<file path="src/rtl/riscp_pkg.sv">
// rtl/riscp_pkg.sv - shared types and default widths for the memory stage
package riscp_pkg;

  typedef enum logic [1:0] {
    IDLE   = 2'b00,
    ACCESS = 2'b01
  } state_e;

  localparam int DEF_DATA_W   = 16;
  localparam int DEF_RD_W     = 3;
  localparam int DEF_MAX_WAIT = 15;

endpackage

</file>
<file path="src/rtl/mem_wait_timer.sv">
// rtl/mem_wait_timer.sv - saturating wait counter flagging a hung memory access
module mem_wait_timer #(
  parameter int MAX_WAIT = riscp_pkg::DEF_MAX_WAIT
) (
  input  logic clk,
  input  logic rst_n,
  input  logic clear,
  input  logic enable,
  output logic expired
);

  localparam int CW = $clog2(MAX_WAIT + 1);

  logic [CW-1:0] cnt_q, cnt_d;

  always_ff @(posedge clk or negedge rst_n) begin
    if (!rst_n) cnt_q <= '0;
    else        cnt_q <= cnt_d;
  end

  always_comb begin
    cnt_d = cnt_q;
    if (clear)                                  cnt_d = '0;
    else if (enable && cnt_q != CW'(MAX_WAIT)) cnt_d = cnt_q + 1'b1;
  end

  // Fires during the MAX_WAIT-th ACCESS cycle so the request is held exactly MAX_WAIT cycles.
  assign expired = enable && (cnt_q >= CW'(MAX_WAIT - 1));

endmodule

</file>
<file path="src/rtl/mem_stage.sv">
// rtl/mem_stage.sv - memory-access stage: ALU pass-through or req/ack data-memory access
module mem_stage
  import riscp_pkg::*;
#(
  parameter int DATA_W   = DEF_DATA_W,
  parameter int RD_W     = DEF_RD_W,
  parameter int MAX_WAIT = DEF_MAX_WAIT
) (
  input  logic              clk,
  input  logic              rst_n,
  input  logic              ex_valid,
  output logic              ex_ready,
  input  logic [DATA_W-1:0] ex_alu_result,
  input  logic [DATA_W-1:0] ex_store_data,
  input  logic              ex_mem_read,
  input  logic              ex_mem_write,
  input  logic [RD_W-1:0]   ex_rd,
  input  logic              ex_reg_write,
  output logic              dm_req,
  output logic              dm_we,
  output logic [DATA_W-1:0] dm_addr,
  output logic [DATA_W-1:0] dm_wdata,
  input  logic              dm_ack,
  input  logic [DATA_W-1:0] dm_rdata,
  output logic              wb_valid,
  output logic [DATA_W-1:0] wb_data,
  output logic [RD_W-1:0]   wb_rd,
  output logic              wb_reg_write,
  output logic              mem_err
);

  state_e            state_q, state_d;
  logic              dm_req_q, dm_req_d, dm_we_q, dm_we_d;
  logic [DATA_W-1:0] dm_addr_q, dm_addr_d, dm_wdata_q, dm_wdata_d;
  logic [RD_W-1:0]   rd_q, rd_d, wb_rd_q, wb_rd_d;
  logic              regw_q, regw_d;
  logic              wb_valid_q, wb_valid_d, wb_reg_write_q, wb_reg_write_d;
  logic [DATA_W-1:0] wb_data_q, wb_data_d;
  logic              mem_err_q, mem_err_d;
  logic              accept, is_mem, in_access, timer_expired;

  assign ex_ready  = (state_q == IDLE);
  assign in_access = (state_q == ACCESS);
  assign accept    = ex_valid && ex_ready;
  assign is_mem    = ex_mem_read || ex_mem_write;

  mem_wait_timer #(.MAX_WAIT(MAX_WAIT)) u_timer (
    .clk     (clk),
    .rst_n   (rst_n),
    .clear   (!in_access || dm_ack || timer_expired),
    .enable  (in_access),
    .expired (timer_expired)
  );

  always_ff @(posedge clk or negedge rst_n) begin
    if (!rst_n) begin
      state_q        <= IDLE;
      dm_req_q       <= 1'b0;
      dm_we_q        <= 1'b0;
      dm_addr_q      <= '0;
      dm_wdata_q     <= '0;
      rd_q           <= '0;
      regw_q         <= 1'b0;
      wb_valid_q     <= 1'b0;
      wb_data_q      <= '0;
      wb_rd_q        <= '0;
      wb_reg_write_q <= 1'b0;
      mem_err_q      <= 1'b0;
    end else begin
      state_q        <= state_d;
      dm_req_q       <= dm_req_d;
      dm_we_q        <= dm_we_d;
      dm_addr_q      <= dm_addr_d;
      dm_wdata_q     <= dm_wdata_d;
      rd_q           <= rd_d;
      regw_q         <= regw_d;
      wb_valid_q     <= wb_valid_d;
      wb_data_q      <= wb_data_d;
      wb_rd_q        <= wb_rd_d;
      wb_reg_write_q <= wb_reg_write_d;
      mem_err_q      <= mem_err_d;
    end
  end

  always_comb begin
    state_d = state_q;
    case (state_q)
      IDLE:    if (accept && is_mem) state_d = ACCESS;
      ACCESS:  if (dm_ack || timer_expired) state_d = IDLE;
      default: state_d = IDLE;
    endcase
  end

  always_comb begin
    dm_req_d       = dm_req_q;
    dm_we_d        = dm_we_q;
    dm_addr_d      = dm_addr_q;
    dm_wdata_d     = dm_wdata_q;
    rd_d           = rd_q;
    regw_d         = regw_q;
    wb_valid_d     = 1'b0;
    wb_data_d      = wb_data_q;
    wb_rd_d        = wb_rd_q;
    wb_reg_write_d = 1'b0;
    mem_err_d      = mem_err_q;
    if (state_q == IDLE && accept) begin
      if (is_mem) begin
        // mem_write dominates: a read+write instruction is issued as a store.
        dm_req_d   = 1'b1;
        dm_we_d    = ex_mem_write;
        dm_addr_d  = ex_alu_result;
        dm_wdata_d = ex_store_data;
        rd_d       = ex_rd;
        regw_d     = ex_reg_write;
      end else begin
        wb_valid_d     = 1'b1;
        wb_data_d      = ex_alu_result;
        wb_rd_d        = ex_rd;
        wb_reg_write_d = ex_reg_write;
      end
    end else if (in_access) begin
      if (dm_ack) begin
        dm_req_d   = 1'b0;
        wb_valid_d = 1'b1;
        wb_rd_d    = rd_q;
        if (dm_we_q) begin
          wb_data_d = dm_addr_q;
        end else begin
          wb_data_d      = dm_rdata;
          wb_reg_write_d = regw_q;
        end
      end else if (timer_expired) begin
        dm_req_d   = 1'b0;
        mem_err_d  = 1'b1;
        wb_valid_d = 1'b1;
        wb_data_d  = '0;
      end
    end
  end

  assign dm_req       = dm_req_q;
  assign dm_we        = dm_we_q;
  assign dm_addr      = dm_addr_q;
  assign dm_wdata     = dm_wdata_q;
  assign wb_valid     = wb_valid_q;
  assign wb_data      = wb_data_q;
  assign wb_rd        = wb_rd_q;
  assign wb_reg_write = wb_reg_write_q;
  assign mem_err      = mem_err_q;

endmodule

</file>
<file path="config.mk">
export PLATFORM = sky130hd
export DESIGN_NAME = mem_stage
export DESIGN_NICKNAME = d
export VERILOG_FILES = /design/src/rtl/riscp_pkg.sv /design/src/rtl/mem_wait_timer.sv /design/src/rtl/mem_stage.sv
export SDC_FILE = /design/constraint.sdc
export NUM_CORES = 1
export LEC_CHECK = 0
export BUFFER_PORTS_ARGS = -buffer_cell sky130_fd_sc_hd__buf_4
export CAP_MARGIN = 5
export CELL_PAD_IN_SITES_DETAIL_PLACEMENT = 1
export CELL_PAD_IN_SITES_GLOBAL_PLACEMENT = 2
export CORE_ASPECT_RATIO = 0.7
export CORE_UTILIZATION = 34
export CTS_CLUSTER_DIAMETER = 50
export DETAILED_ROUTE_END_ITERATION = 6
export GPL_ROUTABILITY_DRIVEN = 0
export HOLD_SLACK_MARGIN = 0.08
export PLACE_DENSITY_LB_ADDON = 0.1
export SYNTH_ARGS = -nofsm -noshare
export SYNTH_HDL_FRONTEND = slang
export SYNTH_HIERARCHICAL = 1
export SYNTH_SLANG_ARGS = --single-unit
</file>
<file path="constraint.sdc">
create_clock -name clk -period 3.85 [get_ports clk]
set_input_delay 0.1925 -clock clk [delete_from_list [all_inputs] [get_ports clk]]
set_output_delay 0.1925 -clock clk [all_outputs]
set_load 0.1 [all_outputs]
</file>
==> results of run 1 <==
-- final cells by class --
class / count / area (sq um) / area share [%]
Clock buffer: 11 / 253 / 5.80
Sequential cell: 65 / 1630 / 37.3
Timing Repair Buffer: 120 / 913 / 21.0
Tap cell: 120 / 150 / 3.44
Clock inverter: 5 / 30.0 / 0.689
Multi-Input combinational cell: 139 / 1370 / 31.4
Inverter: 5 / 18.8 / 0.431
-- placed cells by master, fill, tap and decap left out, types with 2 or more instances in the layout --
master / count
a22o_1: 2
buf_4: 115
clkbuf_16: 9
clkbuf_8: 2
clkinv_2: 3
clkinvlp_4: 2
dfrtp_1: 65
dlygate4sd3_1: 5
ha_1: 2
inv_1: 3
mux2_2: 49
mux2_4: 11
mux2i_1: 16
nand2_1: 4
nand3b_1: 16
nor2_1: 4
o31ai_1: 16
-- metal layers --
layer	track usage, %	vias to the layer above	share of wire (%)
li1	-	1056	-
met1	23.5	1139	46
met2	29.2	74	47
met3	5.90	9	6.0
met4	6.54	0	1.3
met5	0	-	0
-- cells by family (layout without fill, tap and decap cells) --
kind of cell / count (synthesis) / after routing / synth area share, %
mux: 76 / 76 / 28.2
flops: 65 / 65 / 52.4
simple gates: 35 / 35 / 7.57
compound gates: 26 / 26 / 7.17
buf+inv: 19 / 141 / 3.87
fa+ha+maj: 2 / 2 / 0.805
-- registers in the layout (all words and copies together), names as in the netlist --
register / flops
dm_we: 1
u_timer/cnt_q: 4
wb_rd: 3
rd_q: 3
state_q: 1
wb_data: 16
wb_valid: 1
mem_err: 1
dm_wdata: 16
regw_q: 1
wb_reg_write: 1
dm_addr: 16
dm_req: 1
-- worst max path at each step --
stage | start | endpoint | slack (ps) | depth (start not counted)
global route | state_q[0] | wb_data[8] | 1210 | 3
global placement | state_q[0] | wb_data[12] | 1430 | 3
finish | state_q[0] | wb_data[10] | 1420 | 3
floorplan | dm_we | wb_data[0] | 1710 | 5
detailed placement | state_q[0] | wb_data[10] | 1370 | 3
CTS | state_q[0] | wb_data[10] | 1340 | 3
-- timing repair --
action	in CTS	in global routing
hold buffers	5	0
resized for setup	0	0
endpoints found under the hold margin	69	0
-- where the power goes --
part / total, mW / switching [mW] / internal [mW]
clock: 0.768 / 0.301 / 0.467
sequential: 1.00 / 0.145 / 0.857
combinational: 1.91 / 1.44 / 0.472
-- critical path, delay by kind of cell, from the launching register on --
| family | cells | cell delay, ps |
|---|---|---|
| AO/OA/AOI/OAI | 1 | 880 |
| flip-flops | 1 | 680 |
| AND/OR/NAND/NOR | 1 | 330 |
| multiplexers | 1 | 420 |
-- through the flow --
step | hold slack [ps] | util (%) | setup slack [ps] | power, mW | instances
after floorplan | -103 | - | 1710 | 2.50 | 223
after global placement | 364 | 46.5 | 1430 | 2.92 | 444
after detailed placement | 359 | 46.5 | 1370 | 2.93 | 444
after CTS | 80.3 | 50.4 | 1340 | 3.72 | 465
after global routing | 87.9 | 50.4 | 1210 | 3.83 | 465
final | 89.3 | 50.4 | 1420 | 3.68 | 465
==> metrics, run 1 <==
Synth top cells by count 65 x dfrtp_1, 49 x mux2_2, 16 x mux2i_1, 16 x nand3b_1, 16 x o31ai_1; GR Overflow Total 0; status finished, final reports clean; LEAKAGE 2.04 nW; main area contributors after synthesis dfrtp_1 52%, mux2_2 18%, mux2_4 5.3%, mux2i_1 5.2%, nand3b_1 3.9%; CP peak stage delay 880 ps; required time of the worst setup path around 4100 ps; R2R Setup Slk 1420 ps; starting density of the core a little over a third; relative slew slack roughly 25%; final worst path period share a little over three fifths; latest clock arrival within the worst-skew pair 340 ps; Final Hold Viols 0; WHS Endpoint dm_wdata[13]; worst path cell trace nand2b_4 > o31ai_4 > mux2_2; worst reg2reg path depth 3; Synth Cell Area 3110 sq um; Mapped Nets 283; Cell Area, Placed 4030 sq um; initial antenna violation count 0; die area approximately 9500 sq um; CP Capture Type flop; Via density 4.90; Final #Nets 400; DR WL/cell 17.3 um; H-tree lvl count 3; Max Freq 411 MHz; DR iter-0 viols 59; Antenna Cells 0; Setup CP Type reg2reg; most common cell in the synthesized netlist dfrtp_1; CTS Buffer Depth 2; # Post-CTS Setup Buffers 0; Syn Inst Count between 200 and 250; Post-synth EDFFs 0; global-route wire length before repair between 10000 and 15000 um; final instance area 4360 sq um; Filler Cell Count 918; total CTS buffers 9; die height between 80 and 90 um; vias around 2300; RSZ-0062 raised after global routing no; reg2reg end wb_data[10]; Die X 116 um; Remaining DRCs 0; Final setup viols 0; clock sinks 65; Setup Skew 5.13 ps; RR Startpoint state_q[0]; Area growth syn-to-layout 40.3%; largest net degree at the start of global routing between 60 and 70; vias in the first global route 2433; PortBufs ~110; I/O pin total 115; post-synthesis sequential area ratio 52.4%; drt pass-1 iters 4; WL final 8030 um; overall global routing resource usage 18.4%; top_reg_cell synth dfrtp_1; core area 8650 sq um; Syn Area/Cell 13.9 sq um; Final Critical Period 2430 ps; crit path launch type flop; Yosys top cell by area dfrtp_1; hold path startpoint ex_store_data[13]; Peak VDD IR 0.397 mV; top cell type's share of synthesized area 52.4%; max cap viols 0; CP arrival 2650 ps; Min-Delay Path Class in2reg; share of flip-flops with an asynchronous set or reset 100%; # rows 28; post-DP HPWL ~5500 um; ANT nets after route 0; setup TNS 0 ps; worst-path fanout max 28; share of cells above drive strength 1 58.0%; YS warnings 6; Synth cell types 36; root buffer cell clkbuf_16; Hold Path Cell Cnt 2; Worst Tran Pin Value 1120 ps; Slew Viols, Final 0; CTS tree done; #FFs+latches synth 65; Power Density 845 nW/um^2; critical path's slowest cell o31ai_4; Worst-path clk slew 50 ps
(Power assumes the default switching activity.)
==> run 2, diff against run 1 <==
--- a/config.mk
+++ b/config.mk
@@ -5,12 +5,13 @@
 export SDC_FILE = /design/constraint.sdc
 export NUM_CORES = 1
 export LEC_CHECK = 0
+export ABC_AREA = 1
 export BUFFER_PORTS_ARGS = -buffer_cell sky130_fd_sc_hd__buf_4
 export CAP_MARGIN = 5
 export CELL_PAD_IN_SITES_DETAIL_PLACEMENT = 1
 export CELL_PAD_IN_SITES_GLOBAL_PLACEMENT = 2
 export CORE_ASPECT_RATIO = 0.7
-export CORE_UTILIZATION = 34
+export CORE_UTILIZATION = 27
 export CTS_CLUSTER_DIAMETER = 50
 export DETAILED_ROUTE_END_ITERATION = 6
 export GPL_ROUTABILITY_DRIVEN = 0
==> constraint.sdc (replaced) <==
create_clock -name clk -period 2.3 [get_ports clk]
set_input_delay 0.115 -clock clk [delete_from_list [all_inputs] [get_ports clk]]
set_output_delay 0.115 -clock clk [all_outputs]
set_load 0.1 [all_outputs]
==> metrics, run 2 <==
top_reg_cell synth dfrtp_1; Slew Viols, Final 0; Synth Area in Simple Gates 39.1%; Synth Cell Area between 3000 and 4000 sq um; Mapped Nets 470; Most Frequent Cell on Critical Path nor2_1; top cell type's share of synthesized area around 52%; vias 3160; Die X approximately 130 um; XOR/XNOR Fraction of Synth Area less than 1%; clock sinks 65; Filler Cell Count around 1400; Seq pwr share between 20% and 30%; largest net degree at the start of global routing 66; ANT nets after route 0; Clock power frac 22.2%; WL final 10100 um; share of cells above drive strength 1 26.2%; LEAKAGE 2.66 nW; Power Density 1190 nW/um^2; P_sw 2.91 mW; Final Hold Viols 0; #FFs+latches synth 65; Switching Share 51.4%; CP peak stage delay just under 400 ps; crit path launch type flop; DR WL/cell between 10 and 15 um; Yosys top cell by area dfrtp_1; core area 11100 sq um; die area ~12000 sq um; vias in the first global route about 3300; Antenna Cells 0; critical path's slowest cell dfrtp_1; CP arrival 2060 ps; Synth Area in Compound Gates 2.29%; initial antenna violation count 0; CTS tree done; Final Power 5.67 mW; Worst-path clk slew 50 ps; status finished, final reports clean; Final setup viols 0; die height 91.9 um; root buffer cell clkbuf_16; most common cell in the synthesized netlist nand2_1; starting density of the core 28.0%; overall global routing resource usage a little under a fifth; GR Overflow Total 0; Syn Area/Cell 7.61 sq um; final worst path period share 77.9%; Remaining DRCs 0; relative slew slack 42.1%; # rows 32; Syn Inst Count 410; share of flip-flops with an asynchronous set or reset 100%; Worst Tran Pin Value 868 ps; Via density 4.40; Cell Int Power 2.75 mW; required time of the worst setup path 2570 ps; I/O pin total about 120; post-DP HPWL 6800 um; worst-path fanout max 16; DR iter-0 viols 81; Comb pwr share 50.0%; CP Capture Type flop; PortBufs 114; Setup Skew between 4 and 5 ps; H-tree lvl count 3; main combinational cell family by area after synthesis simple AND/OR/NAND/NOR gates; post-synthesis sequential area ratio 52.1%; Synth top cells by count 247 x nand2_1, 65 x dfrtp_1, 40 x nand3_1; most frequent cells in the layout 247 x nand2_1, 119 x buf_4, 65 x dfrtp_1, 40 x nand3_1, 38 x dlygate4sd3_1; commonest non-fill, non-tap cell in the layout nand2_1; Peak VDD IR 0.627 mV; YS warnings 6; Final Critical Period 1790 ps; Setup CP Type reg2reg; Final #Nets between 600 and 700; multiplexer share of the synthesized area 0%; setup TNS 0 ps; RSZ-0062 raised after global routing no; Synth Area in Adders 0.802%; Max Freq 558 MHz; Synth cell types 26; global-route wire length before repair 16700 um; max cap viols 0; CTS Buffer Depth 2; worst path cell trace inv_1 > ha_1 > nor2_1 > nor2_1 > nor2_2 > nor2_1 > nor2_4 > nand2_1 > nand2_1; # Post-CTS Setup Buffers 0; Post-synth EDFFs 0; main area contributors after synthesis dfrtp_1 52%, nand2_1 30%, nand3_1 6.4%, buf_2 1.6%, inv_1 1.1%; total CTS buffers 9; latest clock arrival within the worst-skew pair 330 ps; drt pass-1 iters 4; Area growth syn-to-layout 52.2%; Min-Delay Path Class in2reg
-- run 2: cell count changes in the layout (fill, tap and decap cells not counted), moves of 33 or more --
cell           change
nand3_1           +39
nand2_1          +243
mux2_2            -49
dlygate4sd3_1     +33
-- run 2: logic make-up (layout without fill, tap and decap cells) --
kind of cell,count (synthesis),after routing
buffers and inverters,32,187
XOR/XNOR,1,1
adder cells (fa/ha/maj),2,2
AO/OA/AOI/OAI,9,9
AND/OR/NAND/NOR,301,301
flip-flops,65,65
-- run 2: power groups by stage --
stage               clock (mW)  sequential [mW]  combinational (mW)
floorplan                    0             3.22               0.489
global placement             0             1.59                2.79
detailed placement           0             1.59                2.81
CTS                       1.30             1.58                2.86
global route              1.34             1.61                2.99
finish                    1.26             1.57                2.83
-- run 2: metal layers --
metal	global-route usage (%)	vias to the layer above	share of wire, %
li1	-	1567	-
met2	29.3	78	46
met4	4.69	0	0.69
met5	0	-	0
met1	24.6	1510	48
met3	4.61	5	4.5
-- run 2: path summary, 6_finish.rpt --
| path | from | end | slack, ps | depth (start not counted) |
|---|---|---|---|---|
| max | u_timer/cnt_q[0] | wb_data[5] | 510 | 9 |
| min | ex_mem_read | wb_reg_write | 130 | 4 |
| max reg2reg | u_timer/cnt_q[0] | wb_data[5] | 510 | 9 |
| min reg2reg | dm_wdata[6] | dm_wdata[6] | 470 | 2 |
| max in group asynchronous | rst_n | dm_wdata[9] | 1290 | 2 |
| min in group asynchronous | rst_n | dm_addr[13] | 440 | 2 |
-- run 2: timing repair --
action,CTS,global route
endpoints found under the hold margin,103,0
hold buffers,38,0
gates resized for setup,0,0
-- run 2: area by class of cell --
type,instances,area (sq um),area share (%)
flip-flops and latches,65,1630,34.2
multi-input cells,313,1330,27.9
clock buffers,13,260,5.48
well taps,153,191,4.03
inverters,14,58.8,1.24
clock inverters,3,15.0,0.316
repair buffers,157,1270,26.8
-- run 2: critical path, delay by kind of cell, from the launching register on --
family / cells / cell delay [ps]
buffers and inverters: 1 / 90
adder cells (fa/ha/maj): 1 / 190
flip-flops: 1 / 390
AND/OR/NAND/NOR: 7 / 1040
-- run 2: through the flow --
| step | cell area [sq um] | utilization, % | cells | setup slack [ps] | hold WS, ps |
|---|---|---|---|---|---|
| final | 4750 | 42.7 | 718 | 509 | 132 |
| after global routing | 4750 | 42.7 | 718 | 296 | 129 |
| after CTS | 4750 | 42.7 | 718 | 486 | 123 |
| after detailed placement | 4100 | 36.8 | 664 | 503 | 288 |
| after global placement | 4100 | 36.8 | 664 | 574 | 303 |
| after floorplan | 3120 | - | 410 | 377 | -181 |
